**config.mk**
```make
export PLATFORM = sky130hd
export DESIGN_NAME = pipe_sequencer
export DESIGN_NICKNAME = d
export VERILOG_FILES = /design/src/rtl/pipe_sequencer.sv
export SDC_FILE = /design/constraint.sdc
export NUM_CORES = 1
export LEC_CHECK = 0
export BUFFER_PORTS_ARGS = -buffer_cell sky130_fd_sc_hd__buf_2
export CAP_MARGIN = 20
export CORE_MARGIN = 2
export CORE_UTILIZATION = 53
export DETAILED_ROUTE_END_ITERATION = 7
export GPL_TIMING_DRIVEN = 0
export PLACE_DENSITY = 0.78
export RECOVER_POWER = 25
export SLEW_MARGIN = 10
export SYNTH_ARGS = -nofsm -noshare
export SYNTH_HDL_FRONTEND = slang
export SYNTH_SLANG_ARGS = --single-unit
```
**constraint.sdc**
```tcl
create_clock -name clk -period 1.6 [get_ports clk]
set_input_delay 0.24 -clock clk [delete_from_list [all_inputs] [get_ports clk]]
set_output_delay 0.24 -clock clk [all_outputs]
set_load 0.05 [all_outputs]
```
**src/rtl/pipe_sequencer.sv**
```systemverilog
// Control sequencer for the 4-stage IF/ID/EX/WB pipeline of the 2-bit-opcode core.
// Tracks per-stage instruction fields, decodes datapath controls, forwards operands, and runs halt/drain.
module pipe_sequencer #(
    parameter int RA_W     = 3,
    parameter int CNT_W    = 16,
    parameter bit ZERO_REG = 1'b1
) (
    input  logic             clk,
    input  logic             reset_n,
    input  logic             imem_valid,
    input  logic [1:0]       if_op,
    input  logic [RA_W-1:0]  if_rd,
    input  logic [RA_W-1:0]  if_rs1,
    input  logic [RA_W-1:0]  if_rs2,
    input  logic             halt_req,
    output logic             pc_en,
    output logic             pc_source,
    output logic             ex_alu_src,
    output logic             ex_alucntrl,
    output logic             wb_regwrite,
    output logic             fwd_a,
    output logic             fwd_b,
    output logic             byp_a,
    output logic             byp_b,
    output logic             halted,
    output logic [CNT_W-1:0] retired_cnt,
    output logic [1:0]       fsm_state
);

    localparam logic [1:0] OP_ADD  = 2'b00;
    localparam logic [1:0] OP_SLL  = 2'b01;
    localparam logic [1:0] OP_JUMP = 2'b11;

    typedef enum logic [1:0] {
        IDLE   = 2'd0,
        RUN    = 2'd1,
        DRAIN  = 2'd2,
        HALTED = 2'd3
    } state_t;

    state_t state, state_next;

    logic            id_valid, ex_valid, wb_valid;
    logic [1:0]      id_op, ex_op, wb_op;
    logic [RA_W-1:0] id_rd, id_rs1, id_rs2;
    logic [RA_W-1:0] ex_rd, ex_rs1, ex_rs2;
    logic [RA_W-1:0] wb_rd;

    logic fetch;
    logic pipe_empty;
    logic wb_fwd_ok;

    assign fsm_state = state;

    // FSM state register
    always_ff @(posedge clk or negedge reset_n) begin
        if (!reset_n) begin
            state <= IDLE;
        end else begin
            state <= state_next;
        end
    end

    // Next state plus fetch/redirect control; a jump in EX overrides any fetch
    always_comb begin
        state_next = state;
        pc_source  = 1'b0;
        fetch      = 1'b0;
        pc_en      = 1'b0;
        halted     = 1'b0;
        pipe_empty = !id_valid && !ex_valid && !wb_valid;

        pc_source = ex_valid && (ex_op == OP_JUMP);
        fetch     = (state == RUN) && imem_valid && !pc_source;
        pc_en     = ((state == RUN) && imem_valid) || pc_source;
        halted    = (state == HALTED);

        case (state)
            IDLE:    state_next = RUN;
            RUN:     if (halt_req) state_next = DRAIN;
            DRAIN:   if (pipe_empty) state_next = HALTED;
            HALTED:  if (!halt_req) state_next = RUN;
            default: state_next = IDLE;
        endcase
    end

    // Stage registers; bubbles carry zeroed fields so they can never match a forward
    always_ff @(posedge clk or negedge reset_n) begin
        if (!reset_n) begin
            id_valid    <= 1'b0;
            id_op       <= '0;
            id_rd       <= '0;
            id_rs1      <= '0;
            id_rs2      <= '0;
            ex_valid    <= 1'b0;
            ex_op       <= '0;
            ex_rd       <= '0;
            ex_rs1      <= '0;
            ex_rs2      <= '0;
            wb_valid    <= 1'b0;
            wb_op       <= '0;
            wb_rd       <= '0;
            retired_cnt <= '0;
        end else begin
            id_valid <= fetch;
            id_op    <= fetch ? if_op  : '0;
            id_rd    <= fetch ? if_rd  : '0;
            id_rs1   <= fetch ? if_rs1 : '0;
            id_rs2   <= fetch ? if_rs2 : '0;

            // A taken jump kills the instruction sitting in ID
            ex_valid <= id_valid && !pc_source;
            ex_op    <= pc_source ? '0 : id_op;
            ex_rd    <= pc_source ? '0 : id_rd;
            ex_rs1   <= pc_source ? '0 : id_rs1;
            ex_rs2   <= pc_source ? '0 : id_rs2;

            wb_valid <= ex_valid;
            wb_op    <= ex_op;
            wb_rd    <= ex_rd;

            if (wb_valid) begin
                retired_cnt <= retired_cnt + CNT_W'(1);
            end
        end
    end

    // Per-stage decode, gated by the stage valid
    always_comb begin
        ex_alu_src  = ex_valid && ((ex_op == OP_SLL) || (ex_op == OP_JUMP));
        ex_alucntrl = ex_valid && (ex_op == OP_SLL);
        wb_regwrite = wb_valid && ((wb_op == OP_ADD) || (wb_op == OP_SLL));
    end

    // WB result is a forwarding source only when it really writes a non-r0 register
    always_comb begin
        wb_fwd_ok = wb_regwrite && !(ZERO_REG && (wb_rd == '0));
        fwd_a     = wb_fwd_ok && (wb_rd == ex_rs1);
        fwd_b     = wb_fwd_ok && (wb_rd == ex_rs2) && !ex_alu_src;
        byp_a     = wb_fwd_ok && (wb_rd == id_rs1);
        byp_b     = wb_fwd_ok && (wb_rd == id_rs2);
    end

endmodule

```
### Word-level counts from Yosys, hierarchy flattened

Index checks and enable logic that the tools add are counted.

* register bits after elaboration: 48
* input port bits: 15
* output and inout port bits: 28
* logic and storage cells: 69

* add/subtract/negate cells: 1
* eq/ne operators: 13
* muxes and demuxes: 12
* reductions and logical operators: 28

Operators with widths (number)
* 2-to-1 mux 3 bit: 6
* adder 16 x 1 -> 16 bit (second input constant): 1
* logical AND 1 bit: 15
* equality test 3 bit: 4
* 2-to-1 mux 2 bit: 5
* case mux 2 bit (4 select lines): 1
* equality test 2 x 1 -> 1 bit (second input constant): 3
* equality test 2 bit (second input constant): 3
* logical NOT 1 bit: 6
* inequality test 2 bit (second input constant): 3
* logical NOT 2 bit: 2
* logical NOT 3 bit: 1
* logical OR 1 bit: 3
* AND reduction 3 bit: 1

### Depth between registers and ports, before layout

Gate-level depths: netlist of the first run.

* depth in word-level cells: 6
* depth in mapped cells: 6

### Worst setup path after synthesis of the first run

No wires, ideal clock.

* path type: register to output
* from: register wb_valid
* to: output byp_a
* data arrival time: 2.671 ns
* setup slack: -1.311 ns
* stages on the path, launching flop included: 5
* buffers on the path: 1
* cell sequence: dfrtp_1 > buf_4 > and2b_1 > o31ai_1 > nor4_1

* longest elaborated chain between the ends: 3

RTL lines
* start: declaration: RTL line 43 `logic id_valid, ex_valid, wb_valid;`
* start signal: assignment: RTL line 118 `wb_valid <= ex_valid;`
* logical AND 1 bit: RTL line 132 `wb_regwrite = wb_valid && ((wb_op == OP_ADD) || (wb_op == OP_SLL));`
* named net wb_regwrite: RTL line 20 `output logic wb_regwrite,`
* logical AND 1 bit: RTL line 137 `wb_fwd_ok = wb_regwrite && !(ZERO_REG && (wb_rd == '0));`
* logical AND 1 bit: RTL line 140 `byp_a = wb_fwd_ok && (wb_rd == id_rs1);`
* end: declaration: RTL line 23 `output logic byp_a,`

The timed path passes the listed nets, and every way through them passes these cells.

### Final worst setup path of the first run

* from: register wb_rd[2]
* to: output fwd_a

* longest elaborated chain between the ends: 4

RTL lines
* start: declaration: RTL line 47 `logic [RA_W-1:0] wb_rd;`
* start signal: assignment: RTL line 120 `wb_rd <= ex_rd;`
* logical NOT 3 bit: RTL line 137
* logical NOT 1 bit: RTL line 137
* logical AND 1 bit: RTL line 137
* logical AND 1 bit *: RTL line 138 `fwd_a = wb_fwd_ok && (wb_rd == ex_rs1);`
* end: declaration: RTL line 21 `output logic fwd_a,`

Every way passes the cells marked *; elsewhere a longest branch is shown, timed or not.

==> results.cfg, run 1 <==
[yosys]
ys_seq_area_frac = 0.613
yosysMostFrequentCell = dfrtp_1
async_flop_share = 1.00
synth_top_area_frac = 0.613
yosys_warnings = 0
ys_ff_latch = 47
avgSynthCellArea_um2 = 12.3
synth-edff-count = 0
synth_common_cells = 47 x dfrtp_1, 23 x and2_1, 14 x xor2_1
synth_cell_types = 27
yosys_most_used_dff = dfrtp_1
yosysTopAreaCell = dfrtp_1
synth_area_leaders = dfrtp_1 61%, and2_1 7.5%, xor2_1 6.4%
syn_inst = 156
synth_nets = 175
netlist_area_um2 = 1920

[worst_setup_path]
crit_chain = xor2_1 > nor4_4 > buf_6
crit_slowest_cell = dfrtp_2
cp.buffers_inverters = 1
cp_max_fo = 5
crit_family = flip-flops
end_kind = primary output
critPathLaunchType = register
cp.arrival_ns = 1.55
crit_type = reg2out
slowest_delay_ns = 0.49
required_ns = 1.36

[clock_network]
h-tree-depth = 2
cts_tree = built
clkTransAtPathRegs_ns = 0.12
ctsRootBufferMaster = clkbuf_4
insertion_delay_ns = 0.36
cts_num_sinks = 47
cts_buffers = 5
clock_path_buffers = 2

[floorplanning]
die_h_um = 64.2
die_w_um = 64.2
io_pins = 43
core_area_um2 = 3420
core.rowCount = 21
start_util = 0.562
dieArea_um2 = 4120

[worst_hold_path]
min_path_type = in2reg

[drt]
drtAntennaViolNets = 0
routedWlPerCell_um = 12.5
top_layer_used = met4
met1_length_um = 1380
met2_length_um = 1620
vias = 1285
wl_met3_um = 209
wl_um = 3270
dr.pass1.iters = 4
drc_errors = 0
vias_per_cell = 4.90
drt_iter0_markers = 68

[final_layout]
fin_nets = 234
area_growth_pct = 33.8
ff_latch_area_um2 = 1180
multi_input_area_um2 = 818
drive_above_1_share = 0.389
fillers = 233
num_antenna_cells = 0

[global_route]
groute.usage.overall = 0.182
grt_overflow = 0
grt_max_degree = 48
antenna_found_initial = 0
grt_pass1_vias = 1265
grt_pass1_wl_um = 5600

[timing]
timing.final.crit_share = 1.12
fin_worst_skew_ns = 0.00536
finalSetupViolCount = 4
rsz0062_at_grt = true
fin_ws_ns = -0.191
finalMaxSlewViolations = 0
hold_ws_ns = 0.0742
fin_crit_ns = 1.79
worstMarginPinSlew_ns = 0.507
fmax_mhz = 558
slew_headroom = 0.662
hold_viol = 0

[power]
p_sw_frac = 0.372
p_comb_frac = 0.366
power.density_nw_per_um2 = 1510
seq_power_share = 0.417
vdd_drop_max_mv = 0.961
power_mw = 3.86
leakagePower_nw = 1.33
p_int_mw = 2.43
pwr-share-clk = 0.217
netSwitchingPower_mw = 1.44

[status]
violations = negative setup slack
outcome = complete, but fails checks

[placed_design]
io_buffer_count = 42
dpl.hpwl_um = 2300
place_congestion = 0.718
dp_slack_ns = -0.0527

[flow_run]
cap_violations = 0
## flip-flops by register name, summed over array words and instances (netlist names)
signal	cells
ex_rs1	3
wb_rd	3
ex_rs2	3
ex_op	2
wb_valid	1
id_rd	3
fsm_state	2
ex_rd	3
retired_cnt	16
id_op	2
wb_op	1
ex_valid	1
id_rs2	3
id_rs1	3
id_valid	1
## routing by layer
layer	global-route usage	up-vias
li1	-	626
met1	0.210	609
met2	0.310	45
met3	0.0634	5
met4	0.0718	0
met5	0	-
## metrics by stage
stage | util | area [um2] | setup TNS (ns) | std cells
6_report | 0.751 | 2570 | -0.650 | 262
4_1_cts | 0.721 | 2460 | -0.719 | 256
3_5_place_dp | 0.661 | 2260 | -0.149 | 244
3_3_place_gp | 0.661 | 2260 | -0.0690 | 244
5_1_grt | 0.751 | 2570 | -1.05 | 262
2_1_floorplan | - | 1990 | -0.206 | 156
## final timing paths
kind | depth (start not counted) | slack, ns | from | end
worst max-delay path | 3 | -0.19 | wb_rd[2]$_DFF_PN0_ | fwd_a
worst min-delay path | 2 | 0.07 | if_rs2[0] | id_rs2[0]$_DFF_PN0_
worst max register to register | 8 | 0.15 | fsm_state[0]$_DFFE_PN0P_ | fsm_state[1]$_DFFE_PN0P_
worst min register to register | 0 | 0.36 | ex_rd[1]$_DFF_PN0_ | wb_rd[1]$_DFF_PN0_
max in group asynchronous | 3 | 0.40 | reset_n | wb_rd[0]$_DFF_PN0_
min in group asynchronous | 2 | 0.30 | reset_n | retired_cnt[0]$_DFFE_PN0P_
## power groups by stage
stage	Clock (mW)	Combinational, mW	Sequential (mW)
after floorplan	0	0.685	1.86
after global placement	0	1.18	1.59
after detailed placement	0	1.22	1.60
after global routing	0.917	1.52	1.64
after CTS	0.862	1.32	1.60
final	0.839	1.41	1.61
## repair_timing
| item | 4_1_cts | 5_1_grt |
|---|---|---|
| buffers inserted | 7 | 4 |
| endpoints found under the hold margin | 0 | 46 |
| cloned | 0 | 0 |
| resized for setup | 20 | 15 |
| pin swaps | 3 | 2 |
| hold buffers | 0 | 1 |
| setup endpoints to repair | 5 | 8 |
## cell families after synthesis
kind of cell | count (synthesis) | synth area share
xor+xnor | 27 | 0.123
flops | 47 | 0.613
buf+inv | 10 | 0.0215
fa+ha+maj | 4 | 0.0261
simple gates | 60 | 0.188
compound gates | 7 | 0.0222
mux | 1 | 0.00587
## area by class of cell
cell class,count,area share
inverter,4,0.00585
buffer,3,0.0117
clock inverter,2,0.0234
clock buffer,6,0.0161
timing repair buffer,55,0.141
tap,46,0.0224
sequential,47,0.460
multi-input combinational,99,0.319
## cells in the final DEF, fill, tap and decap left out, types with 4 or more instances in the layout
| cell type | instances |
|---|---|
| xnor2_1 | 11 |
| nor2_1 | 5 |
| and2_1 | 23 |
| buf_4 | 10 |
| clkbuf_4 | 7 |
| nand2_1 | 9 |
| xor2_1 | 14 |
| buf_6 | 8 |
| nand4_1 | 4 |
| buf_2 | 33 |
| dfrtp_2 | 4 |
| dfrtp_1 | 43 |
| nand3_1 | 4 |
## worst reg2reg max path: stages (launching register included)
cell and delay [ns]:
dfrtp_1 0.42, buf_4 0.13, buf_4 0.11, inv_1 0.04
ha_1 0.18, o31a_1 0.12, a21oi_2 0.15, a21oi_1 0.08
a31oi_1 0.14
Power figures use the tool's default switching activity.
==> run 2, diff against run 1 <==
--- a/config.mk
+++ b/config.mk
@@ -7,8 +7,10 @@
 export LEC_CHECK = 0
 export BUFFER_PORTS_ARGS = -buffer_cell sky130_fd_sc_hd__buf_2
 export CAP_MARGIN = 20
+export CORE_ASPECT_RATIO = 0.7
 export CORE_MARGIN = 2
 export CORE_UTILIZATION = 53
+export CTS_BUF_LIST = sky130_fd_sc_hd__clkbuf_16
 export DETAILED_ROUTE_END_ITERATION = 7
 export GPL_TIMING_DRIVEN = 0
 export PLACE_DENSITY = 0.78
==> constraint.sdc (replaced) <==
create_clock -name clk -period 1.75 [get_ports clk]
set_input_delay 0.2625 -clock clk [delete_from_list [all_inputs] [get_ports clk]]
set_output_delay 0.2625 -clock clk [all_outputs]
set_load 0.05 [all_outputs]
==> results.cfg, run 2 (same netlist as run 1, synthesis figures left out) <==
[clock_network]
clkTransAtPathRegs_ns = 0.06
cts_tree = built
cts_num_sinks = 47
insertion_delay_ns = 0.28
clock_path_buffers = 2
cts_buffers = 5
ctsRootBufferMaster = clkbuf_16
h-tree-depth = 2

[drt]
drtAntennaViolNets = 0
wl_um = 3580
drc_errors = 0
drt_iter0_markers = 64
routedWlPerCell_um = 13.9
vias = 1263
dr.pass1.iters = 4
vias_per_cell = 4.90

[timing]
rsz0062_at_grt = true
slew_headroom = 0.658
worstMarginPinSlew_ns = 0.513
finalMaxSlewViolations = 0
finalSetupTns_ns = 0
fin_ws_ns = 0.0119
hold_viol = 0
fmax_mhz = 575
finalSetupViolCount = 0
fin_worst_skew_ns = 0.00402
fin_crit_ns = 1.74
timing.final.crit_share = 0.993

[worst_setup_path]
r2r-start = fsm_state[1]$_DFFE_PN0P_
cp_max_fo = 2
cp.arrival_ns = 1.48
crit_type = reg2out
crit_start = wb_op[1]$_DFF_PN0_
required_ns = 1.49
end_kind = primary output
critPathLaunchType = register

[status]
outcome = completed

[power]
power.density_nw_per_um2 = 1410
vdd_drop_max_mv = 1.07
power_mw = 3.49
leakagePower_nw = 1.30

[placed_design]
dpl.hpwl_um = 2450
io_buffer_count = 42
dp_cells = 248
place_congestion = 0.758
placed_area_um2 = 2250
dp_slack_ns = -0.113

[flow_run]
cap_violations = 0

[final_layout]
stdcell_area_um2 = 2470
fin_nets = 226
area_growth_pct = 28.6
finalNonFillerCells = 258
num_antenna_cells = 0
largest_register_ffs = 16
layout_common_cells = 44 x dfrtp_1, 36 x buf_2, 23 x and2_1, 14 x xor2_1, 13 x xnor2_1
regMostFlops = retired_cnt
drive_above_1_share = 0.332
final_common_cell = dfrtp_1

[global_route]
grt_pass1_wl_um = 5680
grt_pass1_vias = 1239
grt_overflow = 0
antenna_found_initial = 0
grt_max_degree = 48
groute.usage.overall = 0.187

[floorplanning]
dieArea_um2 = 4120
die_w_um = 75.9
io_pins = 43
core_area_um2 = 3490
die_h_um = 54.3
start_util = 0.549
core.rowCount = 18

[worst_hold_path]
hp-start = if_rd[0]
min_path_type = in2reg
run 2: per-stage QoR:
step / hold slack [ns] / utilization
floorplan: -0.0331 / -
global placement: 0.332 / 0.644
detailed placement: 0.341 / 0.644
CTS: 0.178 / 0.699
global route: 0.183 / 0.707
finish: 0.185 / 0.707
run 2: final cells by class:
class | instances | area [um2]
Inverter | 4 | 15.0
Clock inverter | 3 | 15.0
Multi-Input combinational cell | 99 | 767
Clock buffer | 5 | 125
Buffer | 3 | 22.5
Tap cell | 50 | 62.6
Sequential cell | 47 | 1180
Timing Repair Buffer | 47 | 280
Fill cell | 242 | 1020
run 2: worst paths after layout:
check | to | slack [ns] | cells past startpoint
worst max-delay path | byp_b | 0.01 | 5
worst min-delay path | id_rd[0]$_DFF_PN0_ | 0.19 | 2
worst max register to register | id_rs1[0]$_DFF_PN0_ | 0.25 | 6
worst min register to register | wb_rd[1]$_DFF_PN0_ | 0.36 | 0
max in group asynchronous | wb_rd[2]$_DFF_PN0_ | 0.34 | 3
min in group asynchronous | ex_rd[0]$_DFF_PN0_ | 0.47 | 2
run 2: per-layer routing:
metal	vias to the layer above	part of all wire	wire length, um	track usage
met4	0	0.012	44	0.0727
li1	608	-	-	-
met1	620	0.44	1580	0.218
met3	4	0.047	169	0.0627
met2	31	0.50	1780	0.335
met5	-	0	0	0
run 2: what timing repair did:
item / 4_1_cts / 5_1_grt
endpoints found under the setup margin: 5 / 5
buffers inserted: 3 / 0
resized for setup: 12 / 6
hold buffers: 0 / 1
endpoints found under the hold margin: 0 / 10
pin swaps: 1 / 0
run 2: power by group:
| group | switching, mW | total (mW) | internal [mW] |
|---|---|---|---|
| Sequential | 0.196 | 1.48 | 1.28 |
| Clock | 0.370 | 0.890 | 0.520 |
| Combinational | 0.750 | 1.12 | 0.373 |
| Total | 1.32 | 3.49 | 2.17 |
run 2: critical path: stages, from the launching register on:
cell and delay [ns]:
dfrtp_1 0.36, and2b_4 0.26, o31ai_4 0.08, buf_6 0.14
nor4_4 0.15, buf_6 0.20
==> run 3, diff against run 2 <==
--- a/config.mk
+++ b/config.mk
@@ -5,15 +5,16 @@
 export SDC_FILE = /design/constraint.sdc
 export NUM_CORES = 1
 export LEC_CHECK = 0
+export ABC_AREA = 1
 export BUFFER_PORTS_ARGS = -buffer_cell sky130_fd_sc_hd__buf_2
 export CAP_MARGIN = 20
 export CORE_ASPECT_RATIO = 0.7
 export CORE_MARGIN = 2
-export CORE_UTILIZATION = 53
+export CORE_UTILIZATION = 54
 export CTS_BUF_LIST = sky130_fd_sc_hd__clkbuf_16
 export DETAILED_ROUTE_END_ITERATION = 7
 export GPL_TIMING_DRIVEN = 0
-export PLACE_DENSITY = 0.78
+export PLACE_DENSITY = 0.79
 export RECOVER_POWER = 25
 export SLEW_MARGIN = 10
 export SYNTH_ARGS = -nofsm -noshare
==> results.cfg, run 3 <==
[status]
outcome = complete, but fails checks
violations = negative setup slack

[flow_run]
cap_violations = 0

[worst_setup_path]
crit_chain = buf_6 > inv_6 > or2_4 > clkinv_4 > o21ai_4 > nor3b_4 > buf_6
slowest_delay_ns = 0.34
cp.buffers_inverters = 4
crit_type = reg2out
crit_slowest_cell = dfrtp_1
critPathLaunchType = register
cp.arrival_ns = 1.51
required_ns = 1.49
end_kind = primary output
crit_top_cell = buf_6
cp_max_fo = 4
crit_family = simple AND/OR/NAND/NOR gates

[floorplanning]
io_pins = 43
core_area_um2 = 3630
start_util = 0.578
dieArea_um2 = 4400
die_h_um = 56.1
die_w_um = 78.4
core.rowCount = 18

[yosys]
synth_common_cells = 49 x nand2_1, 47 x dfrtp_1, 42 x inv_1
ys_seq_area_frac = 0.562
yosysMostFrequentCell = nand2_1
netlist_area_um2 = 2090
yosys_warnings = 0
synth_xor_area_frac = 0.0920
synth_cell_types = 24
yosysTopAreaCell = dfrtp_1
synth-compound-area-share = 0.0161
async_flop_share = 1.00
ys_ff_latch = 47
muxShareOfSynthArea = 0
syn_inst = 228
avgSynthCellArea_um2 = 9.19
synthAdderAreaFrac = 0.0239
synth_top_family_by_area = simple AND/OR/NAND/NOR gates
synth-simple-area-share = 0.208
synth_area_leaders = dfrtp_1 56%, nand2_1 8.8%, inv_1 7.5%
synth_top_area_frac = 0.562
yosys_most_used_dff = dfrtp_1
synth-edff-count = 0
synth_nets = 247

[power]
vdd_drop_max_mv = 1.40
power.density_nw_per_um2 = 1450
leakagePower_nw = 1.57

[final_layout]
area_growth_pct = 29.2
layout_common_cells = 49 x nand2_1, 45 x dfrtp_1, 42 x inv_1, 37 x buf_2, 26 x nor2_1
utilization = 0.746
final_common_cell = nand2_1
fin_nets = 302
drive_above_1_share = 0.268
regMostFlops = retired_cnt
stdcell_area_um2 = 2710
largest_register_ffs = 16
num_antenna_cells = 0

[timing]
worstMarginPinSlew_ns = 0.713
finalSetupViolCount = 1
fin_worst_skew_ns = 0.00266
finalMaxSlewViolations = 0
slew_headroom = 0.524
fmax_mhz = 563
rsz0062_at_grt = true
timing.final.crit_share = 1.02
finalSetupTns_ns = -0.0265
hold_viol = 0
fin_ws_ns = -0.0265
hold_ws_ns = 0.176
fin_crit_ns = 1.78

[global_route]
grt_pass1_wl_um = 6880
groute.usage.overall = 0.206
grt_overflow = 0
grt_pass1_vias = 1492
grt_max_degree = 48
antenna_found_initial = 0

[clock_network]
clock_path_buffers = 2
cts_buffers = 5
clkTransAtPathRegs_ns = 0.06
cts_num_sinks = 47
ctsRootBufferMaster = clkbuf_16
cts_tree = built
h-tree-depth = 2
insertion_delay_ns = 0.29

[drt]
drc_errors = 0
dr.pass1.iters = 4
drtAntennaViolNets = 0
wl_um = 4120
vias_per_cell = 4.70
drt_iter0_markers = 61
vias = 1570
routedWlPerCell_um = 12.3

[worst_hold_path]
min_path_type = in2reg

[placed_design]
place_congestion = 0.821
placed_area_um2 = 2410
io_buffer_count = 42
dp_slack_ns = 0.102
dpl.hpwl_um = 2760
## run 3: layout make-up
cell class	count	area, um2
Sequential cell	47	1180
Fill cell	245	921
Multi-Input combinational cell	133	773
Timing Repair Buffer	49	292
Inverter	44	175
Clock buffer	5	125
Clock inverter	3	67.6
Tap cell	50	62.6
Buffer	3	31.3
## run 3: logic make-up (layout without fill, tap and decap cells)
group | after synthesis | after routing
adder cells (fa/ha/maj) | 4 | 4
flip-flops | 47 | 47
XOR/XNOR | 22 | 22
buffers and inverters | 48 | 104
AO/OA/AOI/OAI | 6 | 6
AND/OR/NAND/NOR | 101 | 101
## run 3: what timing repair did
action,CTS,global route
gates cloned,0,0
hold endpoints to repair,0,13
setup endpoints to repair,6,6
pin swaps,3,4
resized for setup,10,5
hold buffers,0,1
buffers inserted,4,1
## run 3: metal layers
layer	vias up	track usage	routed length (um)
met1	747	0.286	1940
met2	35	0.318	1940
met5	-	0	0
met4	0	0.0752	58
li1	781	-	-
met3	7	0.0519	187
## run 3: per-stage QoR
stage / instances / power [mW]
global route: 334 / 4.11
finish: 334 / 3.91
CTS: 331 / 3.89
floorplan: 228 / 2.35
global placement: 320 / 2.58
detailed placement: 320 / 2.62
## run 3: power by group
part,internal [mW],switching [mW]
Sequential,1.28,0.167
Clock,0.817,0.396
Combinational,0.405,0.844
## run 3: worst register-to-register path, delay by kind of cell, from the launching register on
| family | cells | cell delay, ns |
|---|---|---|
| adders and majority gates | 1 | 0.23 |
| AOI/OAI and AO/OA | 3 | 0.39 |
| buffers and inverters | 2 | 0.14 |
| and+or+nand+nor | 2 | 0.12 |
| DFF | 1 | 0.42 |
## run 3: path summary, 6_finish.rpt
path / startpoint / endpoint / slack [ns] / depth (start not counted)
setup reg to reg: fsm_state[1]$_DFFE_PN0P_ / fsm_state[1]$_DFFE_PN0P_ / 0.31 / 8
max in group asynchronous: reset_n / wb_rd[0]$_DFF_PN0_ / 0.22 / 3
min in group asynchronous: reset_n / fsm_state[0]$_DFFE_PN0P_ / 0.53 / 2
hold / removal: if_rd[0] / id_rd[0]$_DFF_PN0_ / 0.18 / 3
setup / recovery: wb_valid$_DFF_PN0_ / byp_a / -0.03 / 7
hold reg to reg: ex_rd[2]$_DFF_PN0_ / wb_rd[2]$_DFF_PN0_ / 0.35 / 0
